File: src/rtl/xt_bus_pkg.sv
// XT_BUS local-bus slave view and the address-match helpers shared by bus peripherals.
package xt_bus_pkg;

    typedef struct packed {
        logic        wr;
        logic        rd;
        logic [15:0] addr;
        logic [15:0] wdata;
    } lb_slave_t;

    function automatic logic MatchWLB(input lb_slave_t lb, input logic [15:0] addr);
        return lb.wr && (lb.addr == addr);
    endfunction

    function automatic logic MatchRLB(input lb_slave_t lb, input logic [15:0] addr);
        return lb.rd && (lb.addr == addr);
    endfunction

endpackage

File: src/rtl/led_seg_lbus.sv
// Local-bus output peripheral: CPU-written LED register with per-bit blink and a
// time-multiplexed 4-digit common-anode hex display, all registers readable back.
module led_seg_lbus
    import xt_bus_pkg::*;
#(
    parameter int SCAN_DIV    = 50000,
    parameter int BLINK_TICKS = 250
) (
    input  logic        lb_clk,
    input  logic        lb_rst,
    input  lb_slave_t   xt_lb,
    output logic [15:0] rdata,
    output logic [7:0]  led_n,
    output logic [7:0]  seg_n,
    output logic [3:0]  dig_n
);

    localparam int PW = $clog2(SCAN_DIV);
    localparam int BW = $clog2(BLINK_TICKS + 1);
    localparam logic [PW-1:0] PRE_LAST   = PW'(SCAN_DIV - 1);
    localparam logic [BW-1:0] BLINK_LAST = BW'(BLINK_TICKS - 1);

    localparam logic [15:0] ADDR_LED   = 16'h0000;
    localparam logic [15:0] ADDR_SEG   = 16'h0002;
    localparam logic [15:0] ADDR_CTRL  = 16'h0004;
    localparam logic [15:0] ADDR_BLINK = 16'h0006;

    logic [7:0]    led_r;
    logic [15:0]   seg_data_r;
    logic [3:0]    seg_en_r;
    logic [3:0]    seg_dp_r;
    logic [7:0]    blink_r;
    logic [PW-1:0] pre_r;
    logic [1:0]    dig_idx_r;
    logic [BW-1:0] blink_cnt_r;
    logic          phase_r;
    logic [7:0]    led_n_r;
    logic [7:0]    seg_n_r;
    logic [3:0]    dig_n_r;

    logic          scan_tick_s;
    logic [3:0]    nibble_s;
    logic          dig_on_s;
    logic          dp_s;
    logic [7:0]    led_next_s;
    logic [7:0]    seg_next_s;
    logic [3:0]    dig_next_s;
    logic [15:0]   rdata_s;

    function automatic logic [6:0] hex7seg(input logic [3:0] nib);
        logic [6:0] seg;
        case (nib)
            4'h0: seg = 7'h3F;
            4'h1: seg = 7'h06;
            4'h2: seg = 7'h5B;
            4'h3: seg = 7'h4F;
            4'h4: seg = 7'h66;
            4'h5: seg = 7'h6D;
            4'h6: seg = 7'h7D;
            4'h7: seg = 7'h07;
            4'h8: seg = 7'h7F;
            4'h9: seg = 7'h6F;
            4'hA: seg = 7'h77;
            4'hB: seg = 7'h7C;
            4'hC: seg = 7'h39;
            4'hD: seg = 7'h5E;
            4'hE: seg = 7'h79;
            4'hF: seg = 7'h71;
            default: seg = 7'h00;
        endcase
        return seg;
    endfunction

    assign scan_tick_s = (pre_r == PRE_LAST);

    // CPU-visible registers; unused write bits are simply dropped.
    always_ff @(posedge lb_clk) begin
        if (lb_rst) begin
            led_r      <= 8'h00;
            seg_data_r <= 16'h0000;
            seg_en_r   <= 4'h0;
            seg_dp_r   <= 4'h0;
            blink_r    <= 8'h00;
        end else begin
            if (MatchWLB(xt_lb, ADDR_LED)) begin
                led_r <= xt_lb.wdata[7:0];
            end
            if (MatchWLB(xt_lb, ADDR_SEG)) begin
                seg_data_r <= xt_lb.wdata[15:0];
            end
            if (MatchWLB(xt_lb, ADDR_CTRL)) begin
                seg_en_r <= xt_lb.wdata[3:0];
                seg_dp_r <= xt_lb.wdata[7:4];
            end
            if (MatchWLB(xt_lb, ADDR_BLINK)) begin
                blink_r <= xt_lb.wdata[7:0];
            end
        end
    end

    // Scan prescaler, digit index and blink phase; everything advances on scan ticks.
    always_ff @(posedge lb_clk) begin
        if (lb_rst) begin
            pre_r       <= '0;
            dig_idx_r   <= 2'd0;
            blink_cnt_r <= '0;
            phase_r     <= 1'b0;
        end else if (scan_tick_s) begin
            pre_r     <= '0;
            dig_idx_r <= dig_idx_r + 2'd1;
            if (blink_cnt_r == BLINK_LAST) begin
                blink_cnt_r <= '0;
                phase_r     <= ~phase_r;
            end else begin
                blink_cnt_r <= blink_cnt_r + BW'(1'b1);
            end
        end else begin
            pre_r <= pre_r + PW'(1'b1);
        end
    end

    // Next pin values from the current digit slot and blink phase.
    always_comb begin
        nibble_s   = 4'h0;
        dig_on_s   = seg_en_r[dig_idx_r];
        dp_s       = seg_dp_r[dig_idx_r];
        seg_next_s = 8'hFF;
        dig_next_s = 4'hF;
        case (dig_idx_r)
            2'd0:    nibble_s = seg_data_r[3:0];
            2'd1:    nibble_s = seg_data_r[7:4];
            2'd2:    nibble_s = seg_data_r[11:8];
            2'd3:    nibble_s = seg_data_r[15:12];
            default: nibble_s = 4'h0;
        endcase
        // A disabled digit still consumes its slot, so the others keep their duty cycle.
        if (dig_on_s) begin
            dig_next_s = ~(4'b0001 << dig_idx_r);
            seg_next_s = ~{dp_s, hex7seg(nibble_s)};
        end else begin
            dig_next_s = 4'hF;
            seg_next_s = 8'hFF;
        end
        led_next_s = ~(led_r & ~(blink_r & {8{phase_r}}));
    end

    // Output flops keep the pins glitch-free.
    always_ff @(posedge lb_clk) begin
        if (lb_rst) begin
            led_n_r <= 8'hFF;
            seg_n_r <= 8'hFF;
            dig_n_r <= 4'hF;
        end else begin
            led_n_r <= led_next_s;
            seg_n_r <= seg_next_s;
            dig_n_r <= dig_next_s;
        end
    end

    // Read mux returns register contents before any same-cycle write lands.
    always_comb begin
        rdata_s = 16'h0000;
        if (MatchRLB(xt_lb, ADDR_LED)) begin
            rdata_s = {8'h00, led_r};
        end else if (MatchRLB(xt_lb, ADDR_SEG)) begin
            rdata_s = seg_data_r;
        end else if (MatchRLB(xt_lb, ADDR_CTRL)) begin
            rdata_s = {8'h00, seg_dp_r, seg_en_r};
        end else if (MatchRLB(xt_lb, ADDR_BLINK)) begin
            rdata_s = {8'h00, blink_r};
        end else begin
            rdata_s = 16'h0000;
        end
    end

    assign rdata = rdata_s;
    assign led_n = led_n_r;
    assign seg_n = seg_n_r;
    assign dig_n = dig_n_r;

endmodule

File: config.mk
export PLATFORM = sky130hd
export DESIGN_NAME = led_seg_lbus
export DESIGN_NICKNAME = d
export VERILOG_FILES = /design/src/rtl/xt_bus_pkg.sv /design/src/rtl/led_seg_lbus.sv
export SDC_FILE = /design/constraint.sdc
export NUM_CORES = 1
export LEC_CHECK = 0
export CAP_MARGIN = 30
export CORE_MARGIN = 1.5
export CORE_UTILIZATION = 50
export DETAILED_ROUTE_END_ITERATION = 8
export PLACE_DENSITY = 0.84
export SETUP_SLACK_MARGIN = 0.5
export SYNTH_ARGS = -nofsm -noshare
export SYNTH_HDL_FRONTEND = slang
export SYNTH_SLANG_ARGS = --single-unit
File: constraint.sdc
create_clock -name lb_clk -period 3.8 [get_ports lb_clk]
set_clock_uncertainty 0.15 [all_clocks]
set_input_delay 0.76 -clock lb_clk [delete_from_list [all_inputs] [get_ports lb_clk]]
set_output_delay 0.76 -clock lb_clk [all_outputs]
set_load 0.05 [all_outputs]
* After elaboration in Yosys (flattened, before gate mapping)
Memory sizes are Yosys's and may differ from the RTL's. Index checks and enable logic that the tools add are counted.
Word-level totals: bits in registers 87, ROM bits 112, input port bits 36, output and inout port bits 36, word-level logic and storage cells 58, memories 1
Operators by class: $add $sub $neg 3, order comparisons 1, equality and inequality tests 8, shift-type cells 1, muxes and demuxes 11, bitwise gates (word level) 8, reductions and logical operators 13
Memory list:
- (name not given) | depth 16, width 7, rd ports 1, clocked after memory_dff 0, wr ports 0, line led_seg_lbus.sv:52 | case (nib)
Operator list (count):
- $eq 16x3->1 const B | 2
- $mux 16 | 2
- $mux 8 | 3
- $not 8->8 | 3
- $add 16x1->16 const B | 1
- $and 8x8->8 | 2
- $eq 16x16->1 const B | 1
- $eq 16x2->1 const B | 1
- $logic_not 16->1 | 1
- $pmux 4 s4 | 1
- $add 8x1->8 const B | 1
- $eq 8x8->1 const B | 1
- $logic_and 1x1->1 | 8
- $mux 7 | 1
- $bmux 1 s2 | 2
- $eq 2x2->1 const B | 2
- $not 4->4 | 1
- $reduce_or 2->1 | 2
- $shl 1x2->4 const A | 1
- $lt 2x3->1 const B | 1
- $add 2x1->2 const B | 1
- $eq 2x1->1 const B | 1
- $logic_not 2->1 | 1
- $mux 1 | 2
- 2 further kinds | 3

* Depth between registers and ports, before layout
word-level depth 6, depth in mapped cells 11, depth with buffers taken out 11

* Worst setup path after synthesis
Ideal clock, no wire load.
path type input port to output port, start point input xt_lb[29] in the netlist's numbering, end point output rdata[10], arrival 2153 ps, data required time 2890 ps, slack 737 ps, stages on the path 5, buffers on the path 1, cells stage by stage nor4_1 and4_1 buf_2 and4b_1 and2_1
Between the ends: cells in the longest elaborated chain, start to end 4, elaborated cells between the ends (all ways) 6, those cells by class 1 x eq/ne; 2 x mux; 3 x reduce/logical
Ends and longest elaborated chain:
- from (decl) | line led_seg_lbus.sv:11 | input lb_slave_t xt_lb,
- $eq 16x2->1 | line xt_bus_pkg.sv:16 | return lb.rd && (lb.addr == addr);
- $logic_and 1x1->1 | line xt_bus_pkg.sv:16
- $mux 16 | line led_seg_lbus.sv:165 | end else if (MatchRLB(xt_lb, ADDR_SEG)) begin
- $mux 16 * | line led_seg_lbus.sv:163 | if (MatchRLB(xt_lb, ADDR_LED)) begin
- to (decl) | line led_seg_lbus.sv:12 | output logic [15:0] rdata,
Every way passes the cells marked *; elsewhere a longest branch is shown, timed or not.

* Worst setup path after layout
start point input xt_lb[17] in the netlist's numbering, end point output rdata[7]
Between the ends: cells in the longest elaborated chain, start to end 6, elaborated cells between the ends (all ways) 12, those cells by class 3 x eq/ne; 4 x mux; 5 x reduce/logical
Ends and longest elaborated chain:
- $eq 16x3->1 | line xt_bus_pkg.sv:16
- $logic_and 1x1->1 | line xt_bus_pkg.sv:16
- $mux 8 | line led_seg_lbus.sv:169 | end else if (MatchRLB(xt_lb, ADDR_BLINK)) begin
- $mux 8 | line led_seg_lbus.sv:167 | end else if (MatchRLB(xt_lb, ADDR_CTRL)) begin
- $mux 16 | line led_seg_lbus.sv:165
- $mux 16 * | line led_seg_lbus.sv:163
Marks and branches as above.

==> impl_metrics.py <==
metrics = {
    "finish": {
        "area_growth_pct": 27.33,
        "drive_gt1_share_pct": 13.67,
        "fillers": 603,
        "post-route-util_pct": 65.71,
        "antenna_cells": 0,
        "fin_nets": 533,
    },
    "clock_network": {
        "cts_made_buffers": 9,
        "cts_tree": "done",
        "postCtsSetupRepairBufs": 0,
        "holdBufCountCts": 0,
        "cts_sinks": 87,
        "path_clk_slew_ns": 0.09,
        "clk_latency_ns": 0.36,
        "cts_root_buffer": "clkbuf_8",
        "htree_levels": 3,
        "clk_path_buf_depth": 2,
    },
    "timing": {
        "slew_violations": 0,
        "tightest_slew_ns": 0.8075,
        "fin_tns_setup_ns": 0,
        "hold_violations": 0,
        "setup_viol": 0,
        "rsz0062_at_grt": "false",
        "slew_headroom_pct": 46.16,
        "period_minus_slack_ns": 3.247,
        "clock.fmax_ghz": 0.3080,
        "hold_ws_ns": 0.2857,
        "period_share_pct": 85.45,
    },
    "logic_synthesis": {
        "syn_area_um2": 3988,
        "ys_warn_count": 0,
        "ys_seq_area_share_pct": 43.68,
        "synth_edf_count": 0,
        "avgSynthCellArea_um2": 9.563,
        "synthArstFlopShare_pct": 0,
        "netlist_instances": 417,
        "synth_nets": 465,
        "ys.flop_type": "dfxtp_1",
        "yosysUniqueCellTypes": 45,
        "ys_seq_elements": 87,
    },
    "status": {
        "status": "finished, final reports clean",
    },
    "global_routing": {
        "grt_pass1_wl_um": 15200,
        "gr-total-overflow": 0,
        "grt_max_degree": 34,
        "antenna_found_initial": 0,
        "grt_pass1_vias": 3219,
        "grtUsageTotal_pct": 22.21,
    },
    "critical_path": {
        "arrival_ns": 2.34,
        "r2r_cells": 10,
        "crit_required_ns": 2.89,
        "cpPeakStageDelay_ns": 0.50,
        "critPathSlowestCell": "mux4_2",
        "end_kind": "output pin",
        "cp_max_fo": 13,
        "start_kind": "input pin",
        "path_cells": "clkdlybuf4s50_1, buf_6, mux4_2, and3_1, buf_4",
        "regToRegSetupSlack_ns": 1.09,
        "crit_type": "input pin to output pin",
    },
    "pwr": {
        "p_leak_nw": 2.204,
        "powerDensity_nw_per_um2": 316.6,
        "finalPower_w": 0.001607,
        "peakVddDrop_uv": 243.2,
    },
    "floorplan": {
        "die_width_um": 92.31,
        "die_h_um": 92.31,
        "start_util_pct": 51.60,
        "core_area_um2": 7727,
        "rows": 32,
        "io_pins": 72,
        "die_area_um2": 8520,
    },
    "hold_path": {
        "worstHoldPathCells": 1,
        "min_path_type": "flip-flop to flip-flop",
    },
    "job": {
        "maxCapViolCount": 0,
    },
    "detailed_routing": {
        "detail-route-antenna-nets": 0,
        "first_pass_iters": 4,
        "dr.first_iter.drc_count": 149,
        "drc": 0,
        "via_per_inst": 5.546,
        "wl_per_cell_um": 15.41,
        "vias": 3283,
        "finalWirelength_um": 9124,
    },
    "placed_design": {
        "place_hpwl_um": 6699,
        "gp_congestion": 0.8609,
        "io_buffers": 71,
    },
}
## cells in the final DEF (no fill, tap or decap), types with 11 or more instances in the layout
cell type        Yosys  layout
a21oi_1             20      20
and3_1              13      13
buf_4                0      12
clkbuf_8             0      11
clkdlybuf4s50_1      0      48
dfxtp_1             87      87
ha_1                12      12
inv_1               11      11
mux2i_1             41      41
nand2_1             34      34
nor2_1              65      65
o21ai_0             12      12
## worst paths after layout
check	start	endpoint
setup / recovery	xt_lb[17]	rdata[7]
hold / removal	led_r[5]$_SDFFE_PP0P_	led_n[5]$_SDFF_PP1_
setup reg to reg	dig_idx_r[0]$_SDFFE_PP0N_	seg_n[3]$_SDFF_PP1_
hold reg to reg	led_r[5]$_SDFFE_PP0P_	led_n[5]$_SDFF_PP1_
## registers in the layout, indices dropped and copies added, names as in the netlist
| name | count |
|---|---|
| dig_n | 4 |
| seg_dp_r | 4 |
| pre_r | 16 |
| blink_cnt_r | 8 |
| dig_idx_r | 2 |
| led_n | 8 |
| seg_data_r | 16 |
| led_r | 8 |
| seg_en_r | 4 |
| seg_n | 8 |
| blink_r | 8 |
| phase_r | 1 |
## cells in the mapped netlist (2+ instances only)
master | instances | area share, %
and4_2 | 2 | 0.50
a222oi_1 | 2 | 0.50
a21oi_1 | 20 | 2.5
nand2b_1 | 2 | 0.31
ha_1 | 12 | 3.8
or3_1 | 7 | 1.1
o211ai_1 | 2 | 0.38
mux4_2 | 10 | 5.6
and2_1 | 10 | 1.6
nand3b_1 | 9 | 1.7
xnor2_1 | 2 | 0.44
o21ai_0 | 12 | 1.5
mux2i_1 | 41 | 10
buf_2 | 6 | 0.75
nand4_2 | 2 | 0.63
xor2_1 | 9 | 2.0
nand2_1 | 34 | 3.2
and4_1 | 2 | 0.44
inv_1 | 11 | 1.0
and3_1 | 13 | 2.0
nor2_1 | 65 | 6.1
clkbuf_1 | 10 | 0.94
nand3_1 | 9 | 1.1
nor4b_4 | 2 | 1.2
dfxtp_1 | 87 | 44
and3b_1 | 2 | 0.44
nand4b_1 | 2 | 0.44
nor2b_1 | 6 | 0.94
buf_1 | 2 | 0.19
a22oi_1 | 3 | 0.56
nor4_1 | 3 | 0.47
nand4_1 | 4 | 0.63
or4_1 | 2 | 0.38
## kinds of logic after synthesis
kind of cell	share of synthesized area, %
compound gates	6.872
xor+xnor	2.416
fa+ha+maj	3.765
buf+inv	3.201
flops	43.68
mux	15.94
simple gates	24.13
## report_power, final
part / leakage [nW] / switching (W) / internal [W]
registers: 0.702 / 0.00000191 / 0.000913
logic: 1.41 / 0.0000333 / 0.0000414
clock network: 0.0922 / 0.000340 / 0.000278
total: 2.20 / 0.000375 / 0.00123
## metrics by stage
| step | std cells | setup slack [ns] | instance area (um^2) |
|---|---|---|---|
| floorplan | 417 | 0.7372 | 3988 |
| global placement | 576 | 0.5254 | 4832 |
| detailed placement | 576 | 0.4368 | 4832 |
| CTS | 592 | 0.5062 | 5032 |
| global route | 592 | 0.5060 | 5077 |
| finish | 592 | 0.5528 | 5077 |
## critical path: cells and delay by family
family                 cells  cell delay [ns]
buffers and inverters      3             0.86
multiplexers               1             0.50
AND/OR/NAND/NOR            1             0.21
## final cells by class
class	count	area, um^2	area share, %
Sequential cell	87	1742	34.30
Inverter	11	41.29	0.8132
Multi-Input combinational cell	300	2152	42.39
Clock inverter	5	41.29	0.8132
Timing Repair Buffer	76	822.0	16.19
Clock buffer	11	151.4	2.982
Tap cell	102	127.6	2.514
## timing repair
action | 4_1_cts | 5_1_grt
gates resized for setup | 2 | 16
setup endpoints to repair | 8 | 16
pin swaps | 0 | 5
## routing by layer
| metal | vias up | global-route usage, % | share of wire (%) |
|---|---|---|---|
| li1 | 1598 | - | - |
| met1 | 1597 | 26.45 | 43 |
| met2 | 76 | 39.40 | 52 |
| met3 | 12 | 5.583 | 3.7 |
| met4 | 0 | 6.282 | 1.3 |
| met5 | - | 0 | 0 |
(Power assumes the default switching activity.)
==> edit: new RTL, same flow settings <==
Register the output `rdata`, with the module's reset; this adds one clock of latency there. The other outputs are not delayed to match.
--- a/src/rtl/led_seg_lbus.sv
+++ b/src/rtl/led_seg_lbus.sv
@@ -173,7 +173,13 @@
         end
     end
 
-    assign rdata = rdata_s;
+    always_ff @(posedge lb_clk) begin
+        if (lb_rst) begin
+            rdata <= '0;
+        end else begin
+            rdata <= rdata_s;
+        end
+    end
     assign led_n = led_n_r;
     assign seg_n = seg_n_r;
     assign dig_n = dig_n_r;
Check against the original RTL: not equivalent (Yosys sat finds a counterexample within 4 cycles, from zero or initial values and one cycle with lb_rst high).
==> edit against the original RTL <==
  * Non-clock buffer count shrank 2
  * Power grew 15%
  * Worst setup slack gained 0.52 ns
  * Area after synthesis grew 8.7%
  * Global-route usage shrank 1.3 points
  * Final area grew 4.8%
  * Wire length shrank 0.19%
  * Sequential cell count grew 16
  * Utilization shrank 1.6 points
  * Synthesized cell count grew 9.8%
  * Largest power group unchanged
==> edit: results (changes against the original RTL) <==
reg_top3: "pre_r (16), rdata (16), seg_data_r (16)"
drt-initial-drc-count: 160  # +7.4%
nFillCells: 688  # +14%
layout-drive-gt1-share_pct: 5.68  # -8.0 points
cpPeakStageDelay_ns: 0.64  # +0.14 ns
synth_area_leaders: "dfxtp_1 (48%), mux2i_1 (10%), nor2_1 (6.6%)"
synthCells: 458  # +9.8%
r2r_start: "pre_r[0]$_SDFF_PP0_"
wl_per_cell_um: 14.4  # -6.7%
critPathMaxFanout: 14  # +1
ys_seq_area_share_pct: 47.6  # +3.9 points
clk_pin_slew_ns: 0.09  # about the same
num_vias: 3440  # +4.8%
grt_pass1_vias: 3264  # +1.4%
wirelength_mm: 9.11  # -0.19%
synth.top_cell.area_share_pct: 47.6  # +3.9 points
cts-resized-gates: 0  # -2
vdd_drop_max_mv: 0.194  # -20%
arrival_ns: 2.81  # +0.47 ns
num-nets-final: 572  # +7.3%
maxSlewHeadroom_pct: 37.0  # -9.1 points
reg2reg_slack_ns: 1.16  # +0.07 ns
whs_ns: 0.285  # -0.000863 ns
reg2reg_to: "pre_r[12]$_SDFF_PP0_"
crit_family: "simple AND/OR/NAND/NOR gates"
status: "finished, final reports clean"
yosys-top-cells-count: "dfxtp_1 (103), nor2_1 (76), mux2i_1 (44)"
hpwl_mm: 6.64  # -0.89%
endpoint: "led_r[4]$_SDFFE_PP0P_"
track_usage_pct: 20.9  # -1.3 points
grt_pass1_wl_mm: 14.8  # -2.5%
power_leakage_nw: 1.90  # -14%
dp_cells: 618  # +7.3%
worstSetupStartpoint: "xt_lb[23]"
edit: cell families (layout without fill, tap and decap cells):
| family | after synthesis | in the layout | share of synthesized area, % |
|---|---|---|---|
| AOI/OAI and AO/OA | 70 | 70 | 9.99 |
| xor gates and xnor gates | 15 | 15 | 3.03 |
| adders and majority gates | 12 | 12 | 3.46 |
| buffers and inverters | 33 | 103 | 3.09 |
| DFF | 103 | 103 | 47.6 |
| muxes | 47 | 47 | 11.5 |
| and+or+nand+nor | 178 | 178 | 21.4 |
edit: per-layer routing:
layer / GRT usage, % / up-vias / wire [um]
li1: - / 1718 / -
met1: 24.6 / 1616 / 3800
met2: 37.0 / 93 / 4710
met3: 3.71 / 13 / 472
met4: 8.95 / 0 / 129
met5: 0 / - / 0
edit: per-stage QoR:
step / total power, mW / setup slack (ns) / instance area (um^2)
detailed placement: 1.19 / 0.672 / 5130
global placement: 1.19 / 0.709 / 5110
CTS: 1.87 / 1.06 / 5320
floorplan: 1.14 / 1.38 / 4340
global route: 1.91 / 0.889 / 5320
finish: 1.85 / 1.08 / 5320
edit: power breakdown:
| group | switching (mW) | total [mW] | leakage, nW | internal [mW] |
|---|---|---|---|---|
| Sequential | 0.00252 | 1.08 | 0.831 | 1.08 |
| Combinational | 0.0412 | 0.0858 | 0.978 | 0.0446 |
| Clock | 0.363 | 0.682 | 0.0944 | 0.319 |
edit: layout make-up:
class / instances / share of cell area [%]
multi-input combinational: 322 / 40.2
sequential: 103 / 38.7
timing repair buffer: 74 / 13.9
clock buffer: 10 / 2.59
tap: 105 / 2.47
clock inverter: 5 / 1.10
inverter: 14 / 0.987
edit: worst reg2reg max path, cell delays in order, from the launching register on:
cell,delay [ns]
dfxtp_1,0.39
ha_1,0.22
and3_1,0.23
nand4_1,0.63
nand2b_1,0.75
nor2_1,0.14
